$ cat config.mk
export PLATFORM = sky130hd
export DESIGN_NAME = denise_bitplane_serializer
export DESIGN_NICKNAME = d
export VERILOG_FILES = /design/src/rtl/denise_bitplane_serializer.sv
export SDC_FILE = /design/constraint.sdc
export NUM_CORES = 1
export LEC_CHECK = 0
export ABC_AREA = 1
export BUFFER_PORTS_ARGS = -buffer_cell sky130_fd_sc_hd__buf_2
export CAP_MARGIN = 10
export CORE_MARGIN = 1
export CORE_UTILIZATION = 57
export CTS_CLUSTER_DIAMETER = 120
export DETAILED_ROUTE_END_ITERATION = 8
export GPL_TIMING_DRIVEN = 0
export PLACE_DENSITY = 0.82
export SLEW_MARGIN = 5
export SYNTH_ARGS = -nofsm -noshare
export SYNTH_HDL_FRONTEND = slang
export SYNTH_SLANG_ARGS = --single-unit
$ cat constraint.sdc
create_clock -name clk -period 3.06 [get_ports clk]
set_input_delay 0.459 -clock clk [delete_from_list [all_inputs] [get_ports clk]]
set_output_delay 0.459 -clock clk [all_outputs]
set_load 0.02 [all_outputs]
$ cat src/rtl/denise_bitplane_serializer.sv
// Denise bitplane serializer: per-plane holding and shift registers with odd/even
// scroll delays, feeding an 8-bit colour select at lores/hires/superhires rate.
module denise_bitplane_serializer #(
  parameter int NPL = 8
) (
  input  logic           clk,
  input  logic           reset_n,
  input  logic           clk7_en,
  input  logic           hires,
  input  logic           shres,
  input  logic [3:0]     nplanes,
  input  logic [NPL-1:0] data_wr,
  input  logic [15:0]    data_in,
  input  logic [3:0]     scroll_odd,
  input  logic [3:0]     scroll_even,
  output logic [7:0]     select
);

  typedef enum logic {
    ST_IDLE  = 1'b0,
    ST_ARMED = 1'b1
  } arm_state_e;

  arm_state_e  state_q, state_d;
  logic [1:0]  phase_q, phase_d;
  logic [3:0]  cnt_q, cnt_d;
  logic        odd_done_q, odd_done_d;
  logic        even_done_q, even_done_d;
  logic [15:0] hold_q  [NPL];
  logic [15:0] shift_q [NPL];
  logic [15:0] shift_d [NPL];
  logic [7:0]  select_q, select_d;

  logic        pix;
  logic        arm;
  logic        load_odd;
  logic        load_even;
  logic [3:0]  nplanes_eff;

  assign arm    = data_wr[0];
  assign select = select_q;

  // Phase counter next state; clk7_en marks phase 0 so the following cycle is phase 1.
  always_comb begin
    phase_d = phase_q;
    if (clk7_en) begin
      phase_d = 2'd1;
    end else begin
      phase_d = phase_q + 2'd1;
    end
  end

  // Pixel tick for the current resolution.
  always_comb begin
    pix = 1'b0;
    if (shres) begin
      pix = 1'b1;
    end else if (hires) begin
      pix = (phase_q == 2'd0) || (phase_q == 2'd2);
    end else begin
      pix = clk7_en;
    end
  end

  // Clamp plane count to the eight available planes.
  always_comb begin
    nplanes_eff = nplanes;
    if (nplanes > 4'd8) begin
      nplanes_eff = 4'd8;
    end else begin
      nplanes_eff = nplanes;
    end
  end

  // Arm/load sequencer; a plane-0 write restarts it and suppresses loads on that cycle.
  always_comb begin
    state_d     = state_q;
    cnt_d       = cnt_q;
    odd_done_d  = odd_done_q;
    even_done_d = even_done_q;
    load_odd    = 1'b0;
    load_even   = 1'b0;
    case (state_q)
      ST_IDLE: begin
        if (arm) begin
          state_d     = ST_ARMED;
          cnt_d       = 4'd0;
          odd_done_d  = 1'b0;
          even_done_d = 1'b0;
        end else begin
          state_d = ST_IDLE;
        end
      end
      ST_ARMED: begin
        if (arm) begin
          state_d     = ST_ARMED;
          cnt_d       = 4'd0;
          odd_done_d  = 1'b0;
          even_done_d = 1'b0;
        end else if (pix) begin
          load_odd    = !odd_done_q && (cnt_q == scroll_odd);
          load_even   = !even_done_q && (cnt_q == scroll_even);
          odd_done_d  = odd_done_q | load_odd;
          even_done_d = even_done_q | load_even;
          cnt_d       = cnt_q + 4'd1;
          if (odd_done_d && even_done_d) begin
            state_d = ST_IDLE;
          end else begin
            state_d = ST_ARMED;
          end
        end else begin
          state_d = ST_ARMED;
        end
      end
      default: begin
        state_d     = ST_IDLE;
        cnt_d       = 4'd0;
        odd_done_d  = 1'b0;
        even_done_d = 1'b0;
      end
    endcase
  end

  // Shift registers: a load replaces the shift for its plane on that tick.
  always_comb begin
    for (int p = 0; p < NPL; p++) begin
      shift_d[p] = shift_q[p];
      if (pix) begin
        if (((p % 2) == 0) ? load_odd : load_even) begin
          shift_d[p] = hold_q[p];
        end else begin
          shift_d[p] = {shift_q[p][14:0], 1'b0};
        end
      end else begin
        shift_d[p] = shift_q[p];
      end
    end
  end

  // Colour select from the post-load/shift MSBs, masked by the enabled plane count.
  always_comb begin
    select_d = select_q;
    if (pix) begin
      select_d = 8'h00;
      for (int p = 0; p < NPL; p++) begin
        if (4'(p) < nplanes_eff) begin
          select_d[p] = shift_d[p][15];
        end else begin
          select_d[p] = 1'b0;
        end
      end
    end else begin
      select_d = select_q;
    end
  end

  // Control state registers.
  always_ff @(posedge clk or negedge reset_n) begin
    if (!reset_n) begin
      state_q     <= ST_IDLE;
      phase_q     <= 2'd0;
      cnt_q       <= 4'd0;
      odd_done_q  <= 1'b0;
      even_done_q <= 1'b0;
      select_q    <= 8'h00;
    end else begin
      state_q     <= state_d;
      phase_q     <= phase_d;
      cnt_q       <= cnt_d;
      odd_done_q  <= odd_done_d;
      even_done_q <= even_done_d;
      select_q    <= select_d;
    end
  end

  // Holding and shift registers; a load on the write cycle sees the old holding value.
  always_ff @(posedge clk or negedge reset_n) begin
    if (!reset_n) begin
      for (int p = 0; p < NPL; p++) begin
        hold_q[p]  <= 16'h0000;
        shift_q[p] <= 16'h0000;
      end
    end else begin
      for (int p = 0; p < NPL; p++) begin
        if (data_wr[p]) begin
          hold_q[p] <= data_in;
        end
        shift_q[p] <= shift_d[p];
      end
    end
  end

endmodule

==> run summary, run 1 <==
Outcome - finished, final reports clean
First-pass DRT Iterations - 5
# setup viols final - 0
Cells after synthesis - 1,269
Sequential cell area - 0.00663 mm^2
GRT Total Usage - 0.290
Tcrit/Tclk final - 0.744
Worst-path clk slew - 0.06 ns
Die Height - 144 um
Rel. slew slack - 0.527
Met3 GRT Util - 0.0530
Element type at the critical path start - register
Crit path kind - register to register
Crit path capture type - register
Worst Tran Pin Value - 0.709 ns
Post-CTS Setup Inserts - 0
Fillers - 1,509
Logic pwr share - 0.158
Post-Route Hold Slack - 0.107 ns
Skew-Pair Late Insertion Delay - 0.53 ns
Die Width - 144 um
Grt total ovfl - 0
Final hold viol count - 0
Cell Area, Placed - 0.0121 mm^2
Clk root buf - clkbuf_16
Gpl congestion - 0.900
Layout cells sized above 1 - 0.135
Routing usage on met2 - 0.469
Max Cap Viol - 0
H-tree Lvls - 1
Pint - 6.45 mW
Slew Limit Fails - 0
Post-synthesis instance area - 0.0115 mm^2
Num ports - 49
CP Max Fanout - 10
Buffers added on ports - 42
Cts repair resizes - 0
RSZ-0062 raised after global routing - false
Routed vias/inst - 5.62
Post-synthesis sequential area ratio - 0.578
DR vias - 9,132
Row count - 51
Final Util - 0.661
Net switching power - 2.50 mW
WP data arrival - 2.73 ns
First-pass GRT wire length - 45,900 um
Seq cells post-synth - 265
Worst hold path type - input pin to register
CTS tree - yes
Core area - 0.0196 mm^2
Critical Path RT - 3.51 ns
ANT cells - 0
Hpwl dp - 18,000 um
Routed Antenna Nets - 0
Fmax achieved - 439 MHz
Synth Area per Inst - 9.04 um^2
Flop pwr share - 0.487
Grt peak-use layer - met2
Worst vdd ir - 0.522 mV
Most frequent cells in the layout - dfrtp_1 (265), nand2_1 (243), inv_1 (148)
Initial Utilization - 0.586
Switching share of total power - 0.280
Power Density - 692 mW/mm^2
Initial DRC Count - 853
YS warnings - 0
Drt wl/cell - 17.4 um
DRC Markers - 0
Met1 global-route usage - 0.398
Most common cell after layout, fill and taps aside - dfrtp_1
Die area - 0.0207 mm^2
Num CTS Buffers - 27
Final Cell Area - 0.0129 mm^2
Antenna violations before repair - 0
Worst Clk Skew - 0.0112 ns
Sink Count - 265
Largest net degree at the start of global routing - 120
Cell variety after synth - 25
Footprint of the multi-input gates - 0.00391 mm^2
Drt total wl - 28,200 um
Area growth, synth to finish - 12.8%
Vias in the first global route - 8,988
Maximum root-to-sink buffer count - 3
Clk pwr share - 0.354
LEAKAGE - 6.33 nW
Min Tclk post-route - 2.28 ns
Syn nets - 1,313
Nets - 1,387
Final Total Pwr - 8.95 mW
==> registers in the layout (all words and copies together), names as in the netlist <==
register,cells
state_q,1
odd_done_q,1
phase_q,2
cnt_q,4
even_done_q,1
shift_q,120
select,8
hold_q,128
==> Yosys cell counts (all sizes together) <==
master / instances / area (um^2)
o21ai: 136 / 681
a31oi: 2 / 12.5
or2: 1 / 6.26
inv: 154 / 578
clkbuf: 43 / 163
xnor2: 1 / 8.76
o22ai: 6 / 37.5
a21oi: 116 / 581
buf: 38 / 199
nand4: 4 / 25.0
nand2: 244 / 923
ha: 3 / 37.5
mux2: 60 / 676
xor2: 2 / 17.5
nor2: 69 / 274
nand3: 125 / 626
dfrtp: 265 / 6630
==> power groups by stage <==
stage          sequential [mW]  combinational, mW  clock, mW
3_5_place_dp              4.41               1.39          0
5_1_grt                   4.43               1.62       3.36
3_3_place_gp              4.39               1.32          0
2_1_floorplan             4.38              0.933          0
6_report                  4.36               1.42       3.17
4_1_cts                   4.36               1.41       3.20
==> critical path, cell delays in order, from the launching register on <==
cell and delay (ns):
dfrtp_1 0.37, inv_1 0.09, ha_1 0.14, o21ai_0 0.08, nand2_1 0.19, buf_2 0.29
buf_2 0.31, clkbuf_1 0.46, nor2_1 0.11, a21oi_1 0.16
==> layer usage <==
layer,vias to the layer above,share of wire
li1,4243,-
met1,4496,0.43
met2,337,0.47
met3,56,0.076
met4,0,0.025
met5,-,0
==> worst paths after layout <==
check	to	startpoint	cells after the start	slack (ns)
max in group asynchronous	shift_q[19]	reset_n	3	1.63
max	shift_q[1]	phase_q[0]	9	0.78
min	phase_q[1]	clk7_en	2	0.11
min in group asynchronous	shift_q[118]	reset_n	2	0.47
min reg2reg	select[4]	select[4]	2	0.48
max reg2reg	shift_q[1]	phase_q[0]	9	0.78
==> metrics by stage <==
step / TNS [ns] / std cells / setup WS (ns)
detailed placement: 0 / 1578 / 0.816
global placement: -820.36 / 1576 / -3.11
global route: 0 / 1626 / 0.612
finish: 0 / 1626 / 0.782
CTS: 0 / 1626 / 0.798
floorplan: 0 / 1269 / 1.41
==> kinds of logic (layout without fill, tap and decap cells) <==
family                     count (synthesis)  count (layout)  share of synthesized area
AOI/OAI and AO/OA                        260             260                      0.114
xor gates and xnor gates                   3               3                    0.00229
adders and majority gates                  3               3                    0.00327
buffers and inverters                    235             327                     0.0819
DFF                                      265             265                      0.578
muxes                                     60              60                     0.0589
and+or+nand+nor                          443             443                      0.162
==> timing repair <==
action                                  4_1_cts  5_1_grt
endpoints found under the hold margin        67        0
hold buffers                                  1        0
endpoints found under the setup margin        0        0
==> area by class of cell <==
type | instances | area share
tap | 265 | 0.0256
multi-input combinational | 769 | 0.302
timing repair buffer | 45 | 0.0220
buffer | 81 | 0.0279
clock buffer | 44 | 0.0641
sequential | 265 | 0.512
inverter | 154 | 0.0447
clock inverter | 3 | 0.00174
(Power assumes the default switching activity.)
==> inputs of run 2 (changes only) <==
==> constraint.sdc (replaced) <==
create_clock -name clk -period 2.3 [get_ports clk]
set_input_delay 0.345 -clock clk [delete_from_list [all_inputs] [get_ports clk]]
set_output_delay 0.345 -clock clk [all_outputs]
set_load 0.02 [all_outputs]
==> run summary, run 2 (synthesis results as in run 1) <==
Worst Tran Pin Value - 0.603 ns
Nets - 1,389
WP data arrival - 2.60 ns
First-pass DRT Iterations - 5
Largest net degree at the start of global routing - 120
Element type at the critical path start - register
Skew-Pair Late Insertion Delay - 0.54 ns
Post-Route Hold Slack - 0.0856 ns
Max FFs per register - 128
Maximum root-to-sink buffer count - 3
Critical Path RT - 2.77 ns
Clk root buf - clkbuf_16
Drt total wl - 28,200 um
Num ports - 49
Most frequent cells in the layout - dfrtp_1 (265), nand2_1 (243), inv_1 (148)
Worst-path clk slew - 0.06 ns
Num CTS Buffers - 27
H-tree Lvls - 1
Outcome - finished, final reports clean
CTS tree - yes
Row count - 51
DR vias - 9,153
Area growth, synth to finish - 13.1%
Routed vias/inst - 5.62
Final Total Pwr - 11.9 mW
Sink Count - 265
Fillers - 1,498
Most common cell after layout, fill and taps aside - dfrtp_1
Initial Utilization - 0.586
Rel. slew slack - 0.598
Crit path kind - register to register
Worst Clk Skew - 0.0150 ns
Initial DRC Count - 834
Reg with most FFs - hold_q
Layout cells sized above 1 - 0.142
Buffers added on ports - 42
Met3 GRT Util - 0.0530
Vias in the first global route - 8,988
Met1 global-route usage - 0.398
Routed Antenna Nets - 0
RSZ-0062 raised after global routing - false
Worst vdd ir - 0.697 mV
GRT Total Usage - 0.290
Tcrit/Tclk final - 0.927
Grt peak-use layer - met2
# setup viols final - 0
DRC Markers - 0
Power Density - 917 mW/mm^2
Die Height - 144 um
Slew Limit Fails - 0
Fmax achieved - 469 MHz
First-pass GRT wire length - 45,900 um
Hpwl dp - 18,000 um
Drt wl/cell - 17.3 um
Die Width - 144 um
Crit path capture type - register
Min Tclk post-route - 2.13 ns
Final Cell Area - 0.0130 mm^2
Antenna violations before repair - 0
Final hold viol count - 0
CP Max Fanout - 10
LEAKAGE - 6.37 nW
Die area - 0.0207 mm^2
ANT cells - 0
Worst hold path type - input pin to register
Grt total ovfl - 0
Core area - 0.0196 mm^2
Gpl congestion - 0.900
Routing usage on met2 - 0.469
Cell Area, Placed - 0.0121 mm^2
Max Cap Viol - 0
-- run 2: cell count changes in the layout (fill, tap and decap cells not counted), sizes merged --
cell and delta:
buf -1, dlygate4sd3 +1, clkbuf +2
-- run 2: timing repair --
item,CTS,global route
hold buffers,2,0
gates resized for setup,0,14
endpoints found under the hold margin,68,0
buffers inserted,0,1
setup endpoints to repair,0,82
-- run 2: power by group --
group	internal, mW	switching (mW)
combinational	0.690	1.20
clock	2.45	1.77
sequential	5.45	0.355
-- run 2: per-layer routing --
metal / vias up / share of wire
met4: 0 / 0.028
met2: 371 / 0.47
li1: 4236 / -
met3: 67 / 0.089
met5: - / 0
met1: 4479 / 0.41
-- run 2: path summary, 6_finish.rpt --
path | startpoint | endpoint | slack, ns | cells past startpoint
max | phase_q[0] | select[4] | 0.17 | 9
min | data_wr[2] | hold_q[95] | 0.09 | 2
max reg2reg | phase_q[0] | select[4] | 0.17 | 9
min reg2reg | select[2] | select[2] | 0.48 | 2
max in group asynchronous | reset_n | shift_q[19] | 0.99 | 3
min in group asynchronous | reset_n | shift_q[118] | 0.36 | 2
-- run 2: worst max-delay path, stage by stage, from the launching register on --
cell and delay, ns:
dfrtp_1 0.37, inv_1 0.09, ha_1 0.14, o21ai_0 0.08
nand2_1 0.19, buf_2 0.30, buf_2 0.33, buf_2 0.33
nand4_1 0.16, nand2_1 0.08
-- run 2: through the flow --
step           std cells  setup TNS [ns]  setup WS (ns)   util
6_report            1628               0          0.168  0.663
5_1_grt             1628               0         0.0329  0.663
3_5_place_dp        1578               0         0.0747  0.617
4_1_cts             1627               0         0.0383  0.661
3_3_place_gp        1576         -991.55          -3.76  0.613
2_1_floorplan       1269               0          0.679      -
-- run 2: cell type report --
type,count,area [um^2],area share
clock buffer,44,830,0.0639
clock inverter,3,22.5,0.00173
tap,265,332,0.0255
buffer,81,372,0.0286
sequential,265,6630,0.511
timing repair buffer,47,315,0.0243
inverter,154,578,0.0445
multi-input combinational,769,3910,0.301
==> inputs of run 3 (changes only) <==
--- a/config.mk
+++ b/config.mk
@@ -9,11 +9,11 @@
 export BUFFER_PORTS_ARGS = -buffer_cell sky130_fd_sc_hd__buf_2
 export CAP_MARGIN = 10
 export CORE_MARGIN = 1
-export CORE_UTILIZATION = 57
+export CORE_UTILIZATION = 61
 export CTS_CLUSTER_DIAMETER = 120
 export DETAILED_ROUTE_END_ITERATION = 8
 export GPL_TIMING_DRIVEN = 0
-export PLACE_DENSITY = 0.82
+export PLACE_DENSITY = 0.86
 export SLEW_MARGIN = 5
 export SYNTH_ARGS = -nofsm -noshare
 export SYNTH_HDL_FRONTEND = slang
==> run summary, run 3 (synthesis results as in run 1) <==
Outcome - finished with violations
Failing checks - DRC
Worst R2R Setup Slack - 0.15 ns
Min Tclk post-route - 2.15 ns
Worst vdd ir - 0.804 mV
Net switching power - 3.37 mW
Critical Path RT - 2.77 ns
Maximum root-to-sink buffer count - 3
Drt total wl - 28,600 um
Crit-path cells - inv_1 > ha_1 > o21ai_0 > nand2_1 > buf_2 > buf_2 > buf_2 > nand4_1 > nand2_1
Worst Hold Depth - 2
Fmax achieved - 465 MHz
Cell mode on critical path - buf_2
Gpl congestion - 0.932
Area growth, synth to finish - 13.0%
Vias in the first global route - 9,071
Clk root buf - clkbuf_16
Logic pwr share - 0.159
Slowest cell delay on critical path - 0.36 ns
Grt total ovfl - 0
Skew-Pair Late Insertion Delay - 0.54 ns
Slowest cell on the critical path - dfrtp_1
Final hold viol count - 0
First-pass GRT wire length - 46,200 um
Max FFs per register - 128
Crit-path leading delay family - buffers and inverters
Flop pwr share - 0.477
GRT Total Usage - 0.305
Worst Clk Skew - 0.0152 ns
Row count - 49
Reg2reg end - select[4]
Clk pwr share - 0.364
Tcrit/Tclk final - 0.936
RSZ-0062 raised after global routing - false
Initial DRC Count - 869
Routed vias/inst - 5.81
Pint - 8.79 mW
Num ports - 49
Crit path kind - register to register
Initial Utilization - 0.630
Most common cell after layout, fill and taps aside - dfrtp_1
Hpwl dp - 17,900 um
Num CTS Buffers - 26
LEAKAGE - 6.39 nW
Worst hold path type - input pin to register
Die Width - 139 um
DRC Markers - 3
Reg with most FFs - hold_q
Rel. slew slack - 0.627
Crit path capture type - register
Drt wl/cell - 18.0 um
Hold Path End - hold_q[80]
Switching share of total power - 0.277
Die Height - 139 um
Routed Antenna Nets - 0
CP Max Fanout - 10
Die area - 0.0194 mm^2
Min-delay src - data_wr[2]
Nets - 1,387
Most frequent cells in the layout - dfrtp_1 (265), nand2_1 (243), inv_1 (148)
Worst-path clk slew - 0.06 ns
Final std cells w/o fill - 1,592
Max Cap Viol - 0
Largest net degree at the start of global routing - 105
Setup TNS - 0 ns
Sink Count - 265
WP data arrival - 2.62 ns
Element type at the critical path start - register
Buffers added on ports - 42
First-pass DRT Iterations - 7
H-tree Lvls - 1
Core area - 0.0182 mm^2
Worst Tran Pin Value - 0.559 ns
# setup viols final - 0
Power Density - 937 mW/mm^2
Fillers - 1,328
Slew Limit Fails - 0
ANT cells - 0
Antenna violations before repair - 1
FF-to-FF path depth - 9
Placed Instances - 1,542
FF-to-FF Start - phase_q[0]
Layout cells sized above 1 - 0.143
CP Buf/Inv Count - 4
Post-CTS Setup Inserts - 0
CTS tree - yes
DR vias - 9,250
run 3: cell types whose count changed in the layout (fill, tap and decap cells not counted):
| cell | delta |
|---|---|
| clkbuf_16 | -1 |
| bufinv_16 | +3 |
| clkbuf_8 | -2 |
| buf_12 | -1 |
| clkinv_2 | +4 |
| inv_6 | -2 |
| clkbuf_1 | -2 |
| clkinv_8 | +1 |
run 3: area by class of cell:
class / count / area (um^2) / area share
Inverter: 154 / 578 / 0.0446
Sequential cell: 265 / 6630 / 0.511
Buffer: 81 / 372 / 0.0287
Timing Repair Buffer: 46 / 295 / 0.0228
Multi-Input combinational cell: 769 / 3910 / 0.301
Clock inverter: 9 / 131 / 0.0101
Clock buffer: 39 / 769 / 0.0593
Tap cell: 229 / 287 / 0.0221
run 3: worst max path at each step:
stage | startpoint | end | depth (start not counted)
after CTS | phase_q[0] | shift_q[81] | 9
after global placement | reset_n | hold_q[37] | 1
final | phase_q[0] | select[4] | 9
after detailed placement | phase_q[0] | shift_q[81] | 9
after floorplan | phase_q[0] | shift_q[90] | 9
after global routing | phase_q[0] | shift_q[105] | 9
run 3: through the flow:
step / cell area (um^2) / utilization / setup WS [ns] / hold slack [ns] / total power [mW]
2_1_floorplan: 11500 / - / 0.679 / 0.0494 / 7.06
4_1_cts: 13000 / 0.712 / 0.0367 / 0.0688 / 12.2
6_report: 13000 / 0.712 / 0.147 / 0.0843 / 12.2
3_3_place_gp: 12000 / 0.658 / -3.69 / 0.458 / 7.60
5_1_grt: 13000 / 0.712 / 0.0182 / 0.0983 / 12.7
3_5_place_dp: 12000 / 0.661 / 0.0656 / 0.333 / 7.74
run 3: power groups by stage:
stage	logic (mW)	registers (mW)	clock network, mW
finish	1.93	5.80	4.42
global route	2.17	5.87	4.63
CTS	1.91	5.79	4.46
detailed placement	1.87	5.86	0
global placement	1.77	5.83	0
floorplan	1.24	5.82	0
run 3: what timing repair did:
item | CTS | global route
endpoints found under the hold margin | 71 | 0
endpoints found under the setup margin | 0 | 81
resized for setup | 0 | 14
hold buffers | 2 | 0
run 3: layer usage:
layer,vias to the layer above,track usage,part of all wire
met5,-,0,0
met4,0,0.115,0.035
met3,82,0.0414,0.086
met2,449,0.504,0.48
met1,4484,0.416,0.39
li1,4235,-,-
